### config.mk
export PLATFORM = sky130hd
export DESIGN_NAME = fetch_ctrl_flat
export DESIGN_NICKNAME = d
export VERILOG_FILES = /design/src/rtl/fetch_pkg.sv /design/src/rtl/fetch_ctrl_if.sv /design/src/rtl/jump_lut.sv /design/src/rtl/fetch_ctrl.sv /design/src/flat_wrapper.sv
export SDC_FILE = /design/constraint.sdc
export NUM_CORES = 1
export LEC_CHECK = 0
export ABC_AREA = 1
export BUFFER_PORTS_ARGS = -buffer_cell sky130_fd_sc_hd__clkbuf_2
export CORE_MARGIN = 5
export CORE_UTILIZATION = 35
export DETAILED_ROUTE_END_ITERATION = 16
export SLEW_MARGIN = 10
export SYNTH_ARGS = -nofsm -noshare
export SYNTH_HDL_FRONTEND = slang
export SYNTH_SLANG_ARGS = --single-unit
### constraint.sdc
create_clock -name clk -period 1.6 [get_ports clk]
set_input_delay 0.24 -clock clk [delete_from_list [all_inputs] [get_ports clk]]
set_output_delay 0.24 -clock clk [all_outputs]
set_load 0.01 [all_outputs]
### src/rtl/fetch_pkg.sv
// ============================================================================
//  Module  : fetch_pkg
//  Brief   : Shared types and constants for the instruction-fetch controller.
//  Rev     : 1.0  initial release
// ============================================================================
`default_nettype none

package fetch_pkg;

  typedef enum logic [1:0] {
    IDLE = 2'd0,
    LOAD = 2'd1,
    RUN  = 2'd2,
    DONE = 2'd3
  } state_t;

  localparam int PC_W_DEF      = 8;
  localparam int LUT_DEPTH_DEF = 16;

  // Jump targets indexed by the branch field of the instruction word.
  localparam logic [7:0] JUMP_LUT [16] = '{
    8'h10, 8'h14, 8'h18, 8'h20, 8'h24, 8'h2A, 8'h30, 8'h38,
    8'h40, 8'h48, 8'h50, 8'h60, 8'h70, 8'h80, 8'h90, 8'hF0
  };

endpackage

`default_nettype wire

### src/rtl/fetch_ctrl_if.sv
// ============================================================================
//  Module  : fetch_ctrl_if
//  Brief   : Start/done handshake, decoder requests and PC-unit controls.
//  Rev     : 1.0  initial release
// ============================================================================
`default_nettype none

interface fetch_ctrl_if #(
  parameter int PC_W      = 8,
  parameter int LUT_DEPTH = 16,
  parameter int CNT_W     = 16
);
  localparam int IDX_W = $clog2(LUT_DEPTH);

  logic             start;
  logic [1:0]       prog_id;
  logic             br_req;
  logic             br_cond;
  logic [IDX_W-1:0] br_idx;
  logic             halt_req;
  logic             if_reset;
  logic [1:0]       if_state;
  logic [PC_W-1:0]  abs;
  logic             abs_jmp;
  logic             halt;
  logic             busy;
  logic             done;
  logic [CNT_W-1:0] cycle_cnt;

  modport master (
    input  start, prog_id, br_req, br_cond, br_idx, halt_req,
    output if_reset, if_state, abs, abs_jmp, halt, busy, done, cycle_cnt
  );

  modport slave (
    output start, prog_id, br_req, br_cond, br_idx, halt_req,
    input  if_reset, if_state, abs, abs_jmp, halt, busy, done, cycle_cnt
  );

endinterface

`default_nettype wire

### src/rtl/jump_lut.sv
// ============================================================================
//  Module  : jump_lut
//  Brief   : Combinational jump-table lookup; out-of-range indices give 0.
//  Rev     : 1.0  initial release
// ============================================================================
`default_nettype none

module jump_lut
  import fetch_pkg::*;
#(
  parameter int PC_W      = PC_W_DEF,
  parameter int LUT_DEPTH = LUT_DEPTH_DEF,
  parameter int IDX_W     = $clog2(LUT_DEPTH)
) (
  input  wire logic [IDX_W-1:0] idx_i,
  output logic      [PC_W-1:0]  target_o
);

  always_comb begin
    target_o = '0;
    for (int i = 0; i < LUT_DEPTH && i < 16; i++) begin
      if (idx_i == IDX_W'(i)) target_o = PC_W'(JUMP_LUT[i]);
    end
  end

endmodule

`default_nettype wire

### src/rtl/fetch_ctrl.sv
// ============================================================================
//  Module  : fetch_ctrl
//  Brief   : Sequences PC-unit reset, run, branch resolution and halt per start.
//  Rev     : 1.0  initial release
// ============================================================================
`default_nettype none

module fetch_ctrl
  import fetch_pkg::*;
#(
  parameter int NUM_PROGS   = 3,
  parameter int PC_W        = PC_W_DEF,
  parameter int LUT_DEPTH   = LUT_DEPTH_DEF,
  parameter int LOAD_CYCLES = 2,
  parameter int CNT_W       = 16
) (
  input wire logic    clk,
  input wire logic    reset,
  fetch_ctrl_if.master bus
);

  localparam int LD_W = (LOAD_CYCLES < 2) ? 1 : $clog2(LOAD_CYCLES);

  state_t           state_q, state_d;
  logic [1:0]       if_state_q, if_state_d;
  logic [LD_W-1:0]  load_cnt_q, load_cnt_d;
  logic [CNT_W-1:0] cycle_cnt_q, cycle_cnt_d;
  logic [PC_W-1:0]  lut_target;

  jump_lut #(
    .PC_W      (PC_W),
    .LUT_DEPTH (LUT_DEPTH)
  ) u_jump_lut (
    .idx_i    (bus.br_idx),
    .target_o (lut_target)
  );

  always_ff @(posedge clk) begin
    if (reset) begin
      state_q     <= IDLE;
      if_state_q  <= '0;
      load_cnt_q  <= '0;
      cycle_cnt_q <= '0;
    end else begin
      state_q     <= state_d;
      if_state_q  <= if_state_d;
      load_cnt_q  <= load_cnt_d;
      cycle_cnt_q <= cycle_cnt_d;
    end
  end

  always_comb begin
    state_d      = state_q;
    if_state_d   = if_state_q;
    load_cnt_d   = load_cnt_q;
    cycle_cnt_d  = cycle_cnt_q;
    bus.if_reset = 1'b0;
    bus.halt     = 1'b1;
    bus.abs      = '0;
    bus.abs_jmp  = 1'b0;
    bus.busy     = 1'b0;
    bus.done     = 1'b0;

    unique case (state_q)
      IDLE: begin
        if (bus.start && (int'(bus.prog_id) < NUM_PROGS)) begin
          if_state_d  = bus.prog_id;
          cycle_cnt_d = '0;
          load_cnt_d  = '0;
          state_d     = LOAD;
        end
      end
      LOAD: begin
        bus.if_reset = 1'b1;
        bus.halt     = 1'b0;
        bus.busy     = 1'b1;
        load_cnt_d   = load_cnt_q + 1'b1;
        if (load_cnt_q == LD_W'(LOAD_CYCLES - 1)) state_d = RUN;
      end
      RUN: begin
        bus.busy    = 1'b1;
        bus.halt    = bus.halt_req;
        bus.abs     = bus.br_req ? lut_target : '0;
        // Halt takes priority: the PC must freeze on the halt instruction.
        bus.abs_jmp = bus.br_req & bus.br_cond & ~bus.halt_req;
        if (cycle_cnt_q != '1) cycle_cnt_d = cycle_cnt_q + 1'b1;
        if (bus.halt_req) state_d = DONE;
      end
      DONE: begin
        bus.done = 1'b1;
        state_d  = IDLE;
      end
      default: state_d = IDLE;
    endcase

    // Reset overrides the decoded outputs so the PC unit is held immediately.
    if (reset) begin
      bus.if_reset = 1'b1;
      bus.halt     = 1'b1;
      bus.abs      = '0;
      bus.abs_jmp  = 1'b0;
      bus.busy     = 1'b0;
      bus.done     = 1'b0;
    end
  end

  assign bus.if_state  = if_state_q;
  assign bus.cycle_cnt = cycle_cnt_q;

endmodule

`default_nettype wire

### src/flat_wrapper.sv
// flat-port wrapper written by rule: the top's interface ports become plain ports
module fetch_ctrl_flat import fetch_pkg::*;
#(
  parameter int NUM_PROGS   = 3,
  parameter int PC_W        = PC_W_DEF,
  parameter int LUT_DEPTH   = LUT_DEPTH_DEF,
  parameter int LOAD_CYCLES = 2,
  parameter int CNT_W       = 16
)
  (clk, reset, bus_start, bus_prog_id, bus_br_req, bus_br_cond, bus_br_idx, bus_halt_req, bus_if_reset, bus_if_state, bus_abs, bus_abs_jmp, bus_halt, bus_busy, bus_done, bus_cycle_cnt);
  fetch_ctrl_if #(.PC_W(PC_W), .LUT_DEPTH(LUT_DEPTH), .CNT_W(CNT_W)) bus_i ();
  input wire logic clk;
  input wire logic reset;
  input wire logic [$bits(bus_i.start)-1:0] bus_start;
  input wire logic [$bits(bus_i.prog_id)-1:0] bus_prog_id;
  input wire logic [$bits(bus_i.br_req)-1:0] bus_br_req;
  input wire logic [$bits(bus_i.br_cond)-1:0] bus_br_cond;
  input wire logic [$bits(bus_i.br_idx)-1:0] bus_br_idx;
  input wire logic [$bits(bus_i.halt_req)-1:0] bus_halt_req;
  output wire logic [$bits(bus_i.if_reset)-1:0] bus_if_reset;
  output wire logic [$bits(bus_i.if_state)-1:0] bus_if_state;
  output wire logic [$bits(bus_i.abs)-1:0] bus_abs;
  output wire logic [$bits(bus_i.abs_jmp)-1:0] bus_abs_jmp;
  output wire logic [$bits(bus_i.halt)-1:0] bus_halt;
  output wire logic [$bits(bus_i.busy)-1:0] bus_busy;
  output wire logic [$bits(bus_i.done)-1:0] bus_done;
  output wire logic [$bits(bus_i.cycle_cnt)-1:0] bus_cycle_cnt;
  assign bus_i.start = bus_start;
  assign bus_i.prog_id = bus_prog_id;
  assign bus_i.br_req = bus_br_req;
  assign bus_i.br_cond = bus_br_cond;
  assign bus_i.br_idx = bus_br_idx;
  assign bus_i.halt_req = bus_halt_req;
  assign bus_if_reset = bus_i.if_reset;
  assign bus_if_state = bus_i.if_state;
  assign bus_abs = bus_i.abs;
  assign bus_abs_jmp = bus_i.abs_jmp;
  assign bus_halt = bus_i.halt;
  assign bus_busy = bus_i.busy;
  assign bus_done = bus_i.done;
  assign bus_cycle_cnt = bus_i.cycle_cnt;
  fetch_ctrl #(.NUM_PROGS(NUM_PROGS), .PC_W(PC_W), .LUT_DEPTH(LUT_DEPTH), .LOAD_CYCLES(LOAD_CYCLES), .CNT_W(CNT_W)) u_core (.clk(clk), .reset(reset), .bus(bus_i));
endmodule
=== Word-level counts from Yosys, hierarchy flattened ===
Index checks and enable logic that the tools add are counted.

* Flip-flop bits (word level): 21
* Latch bits: 0
* Output and inout port bits: 31
* Bits in writable memories: 0
* ROM bits: 0
* Bits of input ports: 12
* Memories kept: 0

* Shifts and indexed selects: 0
* Equality and inequality tests: 23
* Bitwise operators: 3
* Order comparisons: 1
* Divide/modulo/power cells: 0
* Add/sub/neg operators: 2
* Muxes and demuxes: 38
* Multiply operators: 0
* Reduce and logical (&&, ||, !) cells: 10

{| class="wikitable"
|+ Operators by type and width
! cell !! number
|-
| 8-bit two-way mux || 18
|-
| 4-bit == test (second input constant) || 8
|-
| 16-bit two-way mux || 2
|-
| 16-bit case mux with 2 select lines || 1
|-
| 16-bit by 1-bit adder with 16-bit output (second input constant) || 1
|-
| 4-bit by 3-bit == test with 1-bit output (second input constant) || 4
|-
| 16-bit != test (second input constant) || 1
|-
| 1-bit two-way mux || 10
|-
| 4-bit by 2-bit == test with 1-bit output (second input constant) || 2
|-
| 2-bit case mux with 4 select lines || 1
|-
| 2-bit two-way mux || 3
|-
| 2-bit by 1-bit != test with 1-bit output (second input constant) || 3
|-
| 3-bit AND reduction || 2
|-
| 5-bit two-way mux || 1
|-
| 2-bit == test (second input constant) || 2
|-
| 4-bit by 1-bit == test with 1-bit output (second input constant) || 1
|-
| 4-bit zero test || 1
|-
| 1-bit case mux with 2 select lines || 2
|-
| 2-bit AND reduction || 2
|-
| 2-bit nonzero test || 2
|-
| 1-bit AND || 2
|-
| 2-bit by 1-bit == test with 1-bit output (second input constant) || 1
|-
| 2-bit zero test || 1
|-
| 2-bit < comparator (second input constant) || 1
|-
| 5 further kinds || 5
|}

=== Depth between registers and ports, before layout ===
Gate-level depths: netlist (run 1).

* Depth after elaboration: 20
* Gate-level depth with buffers: 10

=== Hierarchy ===
Synthesis (run 1) repeated with hierarchy kept, for this count alone.

* Cells, all modules: 254
* Area total of the unflattened synthesis: 1536.5 µm²

{| class="wikitable"
|+ Modules (own cells, without submodules)
! module !! instances !! cells an instance !! area an instance (µm²)
|-
| fetch_ctrl || 1 || 222 || 1395.1
|-
| jump_lut || 1 || 32 || 141.4
|}

=== Worst setup path after synthesis (run 1) ===
Ideal clock, no wire load.

* Kind: register to output
* From: reg u_core.state_q[0]
* To: out bus_abs[2]
* Stages on the path, launching flop included: 7
* Arrival time: 1434 ps
* Required time: 1360 ps
* Path slack: -74 ps
* Path buffers: 0
* Cells stage by stage: dfxtp_1 -> inv_1 -> ha_1 -> inv_2 -> nor3_1 -> inv_1 -> nor4_1

* Cells in the longest elaborated chain, start to end: 3

{| class="wikitable"
|+ RTL lines
! item !! line !! source
|-
| from (decl) || fetch_ctrl.sv:24 || <nowiki>state_t state_q, state_d;</nowiki>
|-
| from (signal assigned) || fetch_ctrl.sv:45 || <nowiki>state_q <= state_d;</nowiki>
|-
| 2-bit == test || fetch_ctrl.sv:64 || <nowiki>unique case (state_q)</nowiki>
|-
| 8-bit two-way mux || fetch_ctrl.sv:64 ||
|-
| 8-bit two-way mux || fetch_ctrl.sv:97 || <nowiki>if (reset) begin</nowiki>
|-
| to (decl) || flat_wrapper.sv:22 || <nowiki>output wire logic [$bits(bus_i.abs)-1:0] bus_abs;</nowiki>
|}

No other way between the ends.

=== Worst setup path in the final report (run 1) ===
* From: reg u_core.state_q[0]
* To: out bus_abs[7]

The elaborated chain is that of the path after synthesis.

==> metrics, run 1 <==
kind of end point of the critical path output pin; total via count in the routed design 1693; skew final around 0.0015 ns; minimum clock period after layout ~1.7 ns; Longest Clk Path Bufs 2; area of the mapped netlist 0.00149 mm^2; worst-skew pair later-pin latency ~0.26 ns; worst vdd ir around 0.81 mV; arrival time at the worst endpoint about 1.4 ns; Yosys cell types 29; Iteration-0 DRC Markers 95; leakage power roughly 1 nW; via count of the first global-routing pass 1625; initial antenna violation count 0; Net Count, Synth 264; Slew Viols, Final 0; wire length of the first global-routing pass ~6.8 mm; number of nets at the end of the flow 336; register clock-pin slew on the reported worst setup and hold paths 0.08 ns; Pwr Density 905 mW/mm^2; number of H-tree branching levels 1; overall track demand over capacity in global routing roughly 15%; TritonCTS Buffers 3; maximum number of pins on one net before global-route repair 14; sum of routed wire length over all layers 3.98 mm; total number of placement rows 23; Detailed Routing Iterations Pass 1 4; number of I/O port buffers 41; sequential share of the synthesized area 28.1%; total die area 0.00567 mm^2; signed area change from the synthesized netlist to the final layout 43.7%; mean area per synthesized cell 6.05 um^2; TritonCTS sink count 21; run status finished, violations left; Final ANT Viol Nets 0; initial core utilization a little under two fifths; FF+latch count, synth 21; RSZ-0062 raised after global routing true; routed wirelength normalized by instance count 10.8 um; Final Hold Fails 0; Max Freq 600 MHz; synth warn 0; fraction of final layout cells sized beyond drive strength 1 about a third; post-layout util 52.9%; most area-consuming cells after synthesis sky130_fd_sc_hd__dfxtp_1 (28%), sky130_fd_sc_hd__nand2_1 (17%), sky130_fd_sc_hd__nor2_1 (11%); Required @ worst endpoint 1.36 ns; sequential cell area around 430 um^2; number of failing setup endpoints in the final timing report 10; Synth top area share 28.1%; Placed Instance Area 0.00196 mm^2; remaining global-route overflow 0; HPWL reported at the end of detailed placement 3.00 mm; remaining routing DRC violations 0; synthesized instance count ~250; Vias per Instance between 4 and 5; weighted congestion reported at the end of routability-driven placement 0.789; count of pins on the block boundary 43; clock tree from TritonCTS done; Core ar. approximately 0.0041 mm^2; area occupied by multi-input gates 942 um^2; clock root buffer sky130_fd_sc_hd__clkbuf_8; height of the die about 75 um; kind of start point of the critical path flop; die boundary width 75.3 um; WS Path Type reg2out; FILL cells ~420; worst min-delay path category in2reg; post-synth top area cell sky130_fd_sc_hd__dfxtp_1; finished layout cell area 0.00215 mm^2; setup slack of the critical path after layout -0.0660 ns; critical-path maximum fanout 4; number of violations of the max-capacitance limit 0; Hold Slack 0.214 ns; period utilisation layout 104%; violated checks setup timing; # diodes 0
cell type report:
class,count,share of cell area (%)
Multi-Input combinational cell,178,43.9
Tap cell,50,2.91
Sequential cell,21,19.8
Timing Repair inverter,1,0.350
Timing Repair Buffer,71,23.0
Clock inverter,1,0.233
Inverter,43,7.93
Clock buffer,3,1.92
power by group:
part / switching [mW] / internal [mW] / total [mW]
clock: 0.189 / 0.174 / 0.362
combinational: 0.529 / 0.428 / 0.957
sequential: 0.0383 / 0.585 / 0.623
synth_stat cells (all sizes together):
master / count
xor2: 1
nor2: 46
o21ai: 10
o21bai: 1
nor4: 1
dfxtp: 21
inv: 43
clkbuf: 1
a21oi: 12
ha: 5
nor3b: 1
a31oi: 1
buf: 4
nand4: 8
conb: 1
nand3b: 2
nand2: 68
or2: 2
nand3: 15
nor3: 4
placed cells by master, fill, tap and decap left out, types with 2 or more instances in the layout:
cell type,count
sky130_fd_sc_hd__a21oi_1,12
sky130_fd_sc_hd__buf_12,3
sky130_fd_sc_hd__buf_2,8
sky130_fd_sc_hd__buf_4,24
sky130_fd_sc_hd__buf_6,2
sky130_fd_sc_hd__clkbuf_2,33
sky130_fd_sc_hd__clkbuf_8,3
sky130_fd_sc_hd__clkinvlp_4,2
sky130_fd_sc_hd__dfxtp_1,19
sky130_fd_sc_hd__ha_1,2
sky130_fd_sc_hd__ha_2,2
sky130_fd_sc_hd__inv_1,37
sky130_fd_sc_hd__inv_2,3
sky130_fd_sc_hd__inv_4,2
sky130_fd_sc_hd__nand2_1,64
sky130_fd_sc_hd__nand2_2,3
sky130_fd_sc_hd__nand3_1,12
sky130_fd_sc_hd__nand3_2,3
sky130_fd_sc_hd__nand3b_1,2
sky130_fd_sc_hd__nand4_1,7
sky130_fd_sc_hd__nor2_1,42
sky130_fd_sc_hd__nor2_2,2
sky130_fd_sc_hd__nor2_4,2
sky130_fd_sc_hd__nor3_2,2
sky130_fd_sc_hd__o21ai_0,6
sky130_fd_sc_hd__o21ai_1,2
sky130_fd_sc_hd__or2_2,2
path summary, 6_finish.rpt:
kind	startpoint	endpoint	slack, ns	depth (start not counted)
setup / recovery	u_core.state_q[0]	bus_abs[7]	-0.07	8
hold / removal	bus_prog_id[0]	u_core.bus.if_state[0]	0.21	3
setup reg to reg	u_core.state_q[0]	u_core.bus.cycle_cnt[11]	0	11
hold reg to reg	u_core.bus.if_state[1]	u_core.bus.if_state[1]	0.47	2
kinds of logic after synthesis:
logic type,count (synthesis),synth area share (%)
compound gates,24,9.30
xor+xnor,1,0.586
fa+ha+maj,5,4.19
buf+inv,48,13.4
flops,21,28.1
other cells,1,0.251
simple gates,147,44.1
metrics by stage:
stage               cells  power (mW)  TNS (ns)  worst slack, ns
detailed placement    359        1.47    -0.118          -0.0324
global placement      359        1.46         0          0.00730
CTS                   365        1.89    -0.449          -0.0709
global route          368        2.11     -2.40           -0.178
finish                368        1.94    -0.401          -0.0660
floorplan             247        1.10         0          0.00355
per-layer routing:
metal | vias to the layer above | global-route usage (%) | wire, um
met5 | - | 0 | 0
met4 | 0 | 2.91 | 23
met3 | 2 | 2.90 | 244
met2 | 46 | 25.3 | 1820
met1 | 738 | 19.9 | 1890
li1 | 907 | - | -
worst max-delay path: stages, from the launching register on:
cell and delay (ns):
sky130_fd_sc_hd__dfxtp_2 0.33, sky130_fd_sc_hd__inv_2 0.08, sky130_fd_sc_hd__ha_4 0.15, sky130_fd_sc_hd__inv_4 0.04, sky130_fd_sc_hd__nor3_4 0.11, sky130_fd_sc_hd__buf_6 0.13, sky130_fd_sc_hd__inv_4 0.04, sky130_fd_sc_hd__nor3_2 0.13
sky130_fd_sc_hd__buf_2 0.15
sequential cells by signal, summed over array words and instances (netlist names):
register and count:
u_core.state_q 2, u_core.load_cnt_q 1, u_core.bus.if_state 2, u_core.bus.cycle_cnt 16
what timing repair did:
action / 4_1_cts / 5_1_grt
hold buffers: 0 / 0
cloned: 0 / 2
pin swaps: 2 / 2
hold endpoints to repair: 0 / 0
resized for setup: 13 / 24
setup buffers: 2 / 1
endpoints found under the setup margin: 12 / 25
Note: power is estimated with default switching activity, not from simulation.
==> inputs of run 2 (changes only) <==
CORE_UTILIZATION = 40   (was 35)
PLACE_DENSITY = 0.67   (was not set)
==> metrics, run 2 (synthesis gave the netlist of run 1 again) <==
startpoint of the lowest-slack hold path bus_prog_id[0] (unchanged); Final Hold Fails 0 (unchanged); number of stages on the worst hold path 3 (unchanged); number of failing setup endpoints in the final timing report 9 (was 10); RSZ-0062 raised after global routing true (unchanged); count of pins on the block boundary 43 (unchanged); total die area 0.00506 mm^2 (was 0.00567 mm^2); routed wirelength normalized by instance count 9.96 um (was 10.8 um); net load switching power 721 uW (was 756 uW); max FFs per register 16 (unchanged); number of H-tree branching levels 1 (unchanged); r2r setup slk 0.10 ns (was 0 ns); TritonCTS sink count 21 (unchanged); area occupied by multi-input gates 937 um^2 (was 942 um^2); WS Path Type reg2out (unchanged); violated checks setup timing (unchanged); Hold Slack 0.213 ns (was 0.214 ns); most common cell after layout, fill and taps aside sky130_fd_sc_hd__nand2_1 (unchanged); period utilisation layout 104% (about the same); Placed Instance Area 0.00187 mm^2 (was 0.00196 mm^2); Gate power share 49.6% (was 49.3%); total number of placement rows 22 (was 23); critical-path maximum fanout 4 (unchanged); sum of routed wire length over all layers 3.58 mm (was 3.98 mm); initial core utilization 41.1% (was 36.8%); start of the worst register-to-register path u_core.state_q[0] (unchanged); Iteration-0 DRC Markers 76 (was 95); kind of end point of the critical path output pin (unchanged); Final ANT Viol Nets 0 (unchanged); Seq pwr share 32.1% (about the same); most frequent cells in the layout sky130_fd_sc_hd__nand2_1 (65), sky130_fd_sc_hd__nor2_1 (40), sky130_fd_sc_hd__inv_1 (39), sky130_fd_sc_hd__clkbuf_2 (34), sky130_fd_sc_hd__buf_4 (22) (was sky130_fd_sc_hd__nand2_1 (64), sky130_fd_sc_hd__nor2_1 (42), sky130_fd_sc_hd__inv_1 (37), sky130_fd_sc_hd__clkbuf_2 (33), sky130_fd_sc_hd__buf_4 (24)); reg-to-reg endpoint u_core.bus.cycle_cnt[6] (was u_core.bus.cycle_cnt[11]); Max Freq 602 MHz (was 600 MHz); worst vdd ir 0.422 mV (was 0.807 mV); Longest Clk Path Bufs 2 (unchanged); Vias per Instance 4.62 (was 4.60); leakage power 0.966 nW (was 1.01 nW); Required @ worst endpoint 1.36 ns (about the same); Worst path slowest cell sky130_fd_sc_hd__dfxtp_2 (unchanged); fraction of final layout cells sized beyond drive strength 1 31.4% (was 34.0%); number of nets at the end of the flow 330 (was 336); initial antenna violation count 0 (unchanged); remaining global-route overflow 0 (unchanged); Slew Viols, Final 0 (unchanged); internal power summed over all cells 1.21 mW (was 1.19 mW); worst min-delay path category in2reg (unchanged); signed area change from the synthesized netlist to the final layout 37.6% (was 43.7%); CP max stage delay 0.33 ns (about the same); number of I/O port buffers 41 (unchanged); switching part of the total 37.4% (was 38.9%); weighted congestion reported at the end of routability-driven placement 0.788 (was 0.789); register clock-pin slew on the reported worst setup and hold paths 0.08 ns (about the same); reg2reg path depth 11 (unchanged); run status finished, violations left (unchanged); arrival time at the worst endpoint 1.42 ns (was 1.43 ns); placed insts 349 (was 359); wire length of the first global-routing pass 6.00 mm (was 6.76 mm); finished layout cell area 0.00206 mm^2 (was 0.00215 mm^2); FILL cells 380 (was 422); Pwr Density 938 mW/mm^2 (was 905 mW/mm^2); cells along the critical path inv_2 -> ha_4 -> inv_6 -> nor3_4 -> buf_6 -> inv_4 -> nor4_2 -> buf_2 (was inv_2 -> ha_4 -> inv_4 -> nor3_4 -> buf_6 -> inv_4 -> nor3_2 -> buf_2); Detailed Routing Iterations Pass 1 4 (unchanged); overall track demand over capacity in global routing 14.2% (was 15.0%); remaining routing DRC violations 0 (unchanged); kind of start point of the critical path flop (unchanged); clock tree from TritonCTS done (unchanged); number of violations of the max-capacitance limit 0 (unchanged); die boundary width 71.1 um (was 75.3 um); maximum number of pins on one net before global-route repair 14 (unchanged); via count of the first global-routing pass 1511 (was 1625); height of the die 71.1 um (was 75.3 um); # diodes 0 (unchanged); total via count in the routed design 1663 (was 1693); part of the power in the clock network 18.3% (was 18.6%); TritonCTS Buffers 3 (unchanged); setup slack of the critical path after layout -0.0608 ns (was -0.0660 ns); HPWL reported at the end of detailed placement 2.77 mm (was 3.00 mm); Core ar. 0.00363 mm^2 (was 0.00406 mm^2); skew final 0.00405 ns (was 0.00149 ns); clock root buffer sky130_fd_sc_hd__clkbuf_8 (unchanged); minimum clock period after layout 1.66 ns (was 1.67 ns); Final Non-Filler Cells 360 (was 368); hold worst-path end u_core.bus.if_state[0] (unchanged); sequential cell area 423 um^2 (was 425 um^2); worst-skew pair later-pin latency 0.26 ns (about the same)
## run 2: critical path, delay by kind of cell, from the launching register on
family | cells | cell delay [ns]
AND/OR/NAND/NOR | 2 | 0.22
flip-flops | 1 | 0.33
adder cells (fa/ha/maj) | 1 | 0.15
buffers and inverters | 5 | 0.46
## run 2: final cells by class
type                       count  share of cell area, %
tap                           48                   2.92
multi-input combinational    178                   45.6
sequential                    21                   20.6
clock buffer                   4                   2.19
timing repair buffer          66                   20.5
inverter                      43                   8.22
## run 2: repair_timing
item / CTS / global route
buffers inserted: 3 / 4
setup endpoints to repair: 9 / 21
gates resized for setup: 14 / 15
hold buffers: 0 / 0
pin swaps: 2 / 1
## run 2: power by group through the flow
stage          clock, mW  sequential [mW]  combinational (mW)
2_1_floorplan          0            0.646               0.452
3_3_place_gp           0            0.618               0.782
3_5_place_dp           0            0.620               0.786
4_1_cts            0.367            0.619               0.861
5_1_grt            0.387            0.628                1.05
6_report           0.353            0.618               0.956
## run 2: per-layer routing
| metal | GRT usage [%] | vias up | share of wire [%] |
|---|---|---|---|
| met2 | 25.1 | 30 | 48 |
| met4 | 5.64 | 0 | 1.6 |
| met5 | 0 | - | 0 |
| met3 | 3.55 | 4 | 5.9 |
| li1 | - | 896 | - |
| met1 | 16.2 | 733 | 45 |
## run 2: worst max path at each step
| stage | from | end | slack [ns] | cells after the start |
|---|---|---|---|---|
| after floorplan | u_core.state_q[0] | bus_abs[1] | 0.004 | 6 |
| after global placement | u_core.state_q[0] | bus_abs[2] | 0.04 | 8 |
| after detailed placement | u_core.state_q[0] | bus_abs[1] | -0.03 | 8 |
| after CTS | u_core.state_q[0] | bus_abs[2] | -0.07 | 8 |
| after global routing | u_core.state_q[0] | bus_abs[6] | -0.15 | 8 |
| final | u_core.state_q[0] | bus_abs[2] | -0.06 | 8 |
## run 2: through the flow
stage / setup slack (ns) / util, % / TNS [ns] / total power, mW
final: -0.0608 / 56.6 / -0.280 / 1.93
after global placement: 0.0403 / 51.6 / 0 / 1.40
after floorplan: 0.00355 / - / 0 / 1.10
after CTS: -0.0679 / 54.4 / -0.407 / 1.85
after global routing: -0.148 / 56.6 / -1.04 / 2.07
after detailed placement: -0.0328 / 51.6 / -0.0610 / 1.41
==> inputs of run 3 (changes only) <==
PLACE_DENSITY = not set   (was 0.67)
PLACE_DENSITY_LB_ADDON = 0.12   (was not set)
REMOVE_ABC_BUFFERS = 1   (was not set)
==> metrics, run 3 (synthesis gave the netlist of run 1 again) <==
Pwr Density 897 mW/mm^2 (was 938 mW/mm^2); fraction of final layout cells sized beyond drive strength 1 38.4% (was 31.4%); wire length of the first global-routing pass 6.51 mm (was 6.00 mm); Detailed Routing Iterations Pass 1 4 (unchanged); final sum of negative setup slack -0.543 ns (was -0.280 ns); worst vdd ir 0.751 mV (was 0.422 mV); setup slack of the critical path after layout -0.123 ns (was -0.0608 ns); number of I/O port buffers 41 (unchanged); register clock-pin slew on the reported worst setup and hold paths 0.07 ns (was 0.08 ns); number of H-tree branching levels 1 (unchanged); reg2reg path depth 11 (unchanged); most common cell after layout, fill and taps aside sky130_fd_sc_hd__nand2_1 (unchanged); post-layout util 60.7% (was 56.6%); placed insts 350 (was 349); weighted congestion reported at the end of routability-driven placement 0.796 (was 0.788); initial antenna violation count 0 (unchanged); most frequent cells in the layout sky130_fd_sc_hd__nand2_1 (61), sky130_fd_sc_hd__nor2_1 (40), sky130_fd_sc_hd__inv_1 (35), sky130_fd_sc_hd__clkbuf_2 (31), sky130_fd_sc_hd__buf_4 (20) (was sky130_fd_sc_hd__nand2_1 (65), sky130_fd_sc_hd__nor2_1 (40), sky130_fd_sc_hd__inv_1 (39), sky130_fd_sc_hd__clkbuf_2 (34), sky130_fd_sc_hd__buf_4 (22)); # diodes 0 (unchanged); Iteration-0 DRC Markers 65 (was 76); kind of start point of the critical path flop (unchanged); area occupied by multi-input gates 0.00103 mm^2 (was 937 um^2); number of stages on the worst hold path 3 (unchanged); start of the worst register-to-register path u_core.state_q[1] (was u_core.state_q[0]); initial core utilization 41.1% (unchanged); clock root buffer sky130_fd_sc_hd__clkbuf_8 (unchanged); Hold Slack 0.219 ns (was 0.213 ns); RSZ-0062 raised after global routing true (unchanged); hold worst-path end u_core.bus.if_state[0] (unchanged); Slew Viols, Final 0 (unchanged); Critical Path Start u_core.state_q[1] (was u_core.state_q[0]); clock tree from TritonCTS done (unchanged); sequential cell area 425 um^2 (was 423 um^2); kind of end point of the critical path output pin (unchanged); total die area 0.00506 mm^2 (unchanged); count of pins on the block boundary 43 (unchanged); number of violations of the max-capacitance limit 0 (unchanged); Final ANT Viol Nets 0 (unchanged); Placed Instance Area 0.00189 mm^2 (was 0.00187 mm^2); Final Hold Fails 0 (unchanged); minimum clock period after layout 1.72 ns (was 1.66 ns); run status finished, violations left (unchanged); period utilisation layout 108% (was 104%); TritonCTS sink count 21 (unchanged); finished layout cell area 0.00221 mm^2 (was 0.00206 mm^2); remaining routing DRC violations 0 (unchanged); startpoint of the lowest-slack hold path bus_prog_id[0] (unchanged); routed wirelength normalized by instance count 10.3 um (was 9.96 um); maximum number of pins on one net before global-route repair 14 (unchanged); number of nets at the end of the flow 333 (was 330); total number of placement rows 22 (unchanged); signed area change from the synthesized netlist to the final layout 47.7% (was 37.6%); Max Freq 580 MHz (was 602 MHz); remaining global-route overflow 0 (unchanged); total via count in the routed design 1669 (was 1663); HPWL reported at the end of detailed placement 2.77 mm (about the same); via count of the first global-routing pass 1510 (was 1511); height of the die 71.1 um (unchanged); Final Non-Filler Cells 363 (was 360); critical-path maximum fanout 4 (unchanged); Design Power 1.98 mW (was 1.93 mW); violated checks setup timing (unchanged); worst-skew pair later-pin latency 0.26 ns (about the same); WS Path Type reg2out (unchanged); max FFs per register 16 (unchanged); Longest Clk Path Bufs 2 (unchanged); arrival time at the worst endpoint 1.48 ns (was 1.42 ns); TritonCTS Buffers 3 (unchanged); number of failing setup endpoints in the final timing report 7 (was 9); leakage power 1.01 nW (was 0.966 nW); die boundary width 71.1 um (unchanged); overall track demand over capacity in global routing 15.1% (was 14.2%); FILL cells 364 (was 380); worst min-delay path category in2reg (unchanged); reg-to-reg endpoint u_core.bus.cycle_cnt[7] (was u_core.bus.cycle_cnt[6]); r2r setup slk 0.01 ns (was 0.10 ns); skew final 0.00492 ns (was 0.00405 ns); worst slack, placed 0.00237 ns (was -0.0328 ns); sum of routed wire length over all layers 3.75 mm (was 3.58 mm); Required @ worst endpoint 1.36 ns (about the same); Vias per Instance 4.60 (was 4.62); Core ar. 0.00363 mm^2 (unchanged)
[run 3: changes by cell type in the layout (fill, tap and decap cells not counted), sizes merged]
cell and delta:
buf +5, clkbuf -2
[run 3: final cells by class]
cell class,instances,area share (%)
clock buffer,4,2.04
inverter,43,7.65
multi-input combinational,178,46.7
sequential,21,19.3
tap,48,2.72
timing repair buffer,69,21.6
[run 3: timing repair]
action / CTS / global route
gates resized for setup: 26 / 41
gates cloned: 0 / 1
setup buffers: 6 / 4
endpoints found under the setup margin: 9 / 28
hold buffers: 0 / 0
pin swaps: 5 / 13
[run 3: worst max path at each step]
stage | to | slack (ns)
floorplan | bus_abs[2] | -0.07
global placement | bus_abs[2] | 0.01
detailed placement | bus_abs[2] | 0.002
CTS | bus_abs[2] | -0.14
global route | bus_abs[6] | -0.19
finish | bus_abs[6] | -0.12
[run 3: critical path: stages, from the launching register on]
cell and delay, ns:
sky130_fd_sc_hd__dfxtp_4 0.38, sky130_fd_sc_hd__ha_4 0.15, sky130_fd_sc_hd__inv_4 0.04, sky130_fd_sc_hd__nor3_2 0.09, sky130_fd_sc_hd__buf_4 0.15, sky130_fd_sc_hd__buf_6 0.11
sky130_fd_sc_hd__nand2_2 0.04, sky130_fd_sc_hd__a31oi_1 0.12, sky130_fd_sc_hd__buf_2 0.15
[run 3: report_power, final]
| part | switching (mW) | total [mW] | internal (mW) |
|---|---|---|---|
| clock | 0.170 | 0.347 | 0.177 |
| combinational | 0.547 | 1.01 | 0.462 |
| sequential | 0.0394 | 0.625 | 0.585 |
| total | 0.756 | 1.98 | 1.22 |
[run 3: metal layers]
metal  part of all wire, %  GRT usage, %
met5                     0             0
met4                  0.27          1.88
met3                   4.1          3.27
met2                    49          26.0
met1                    46          19.8
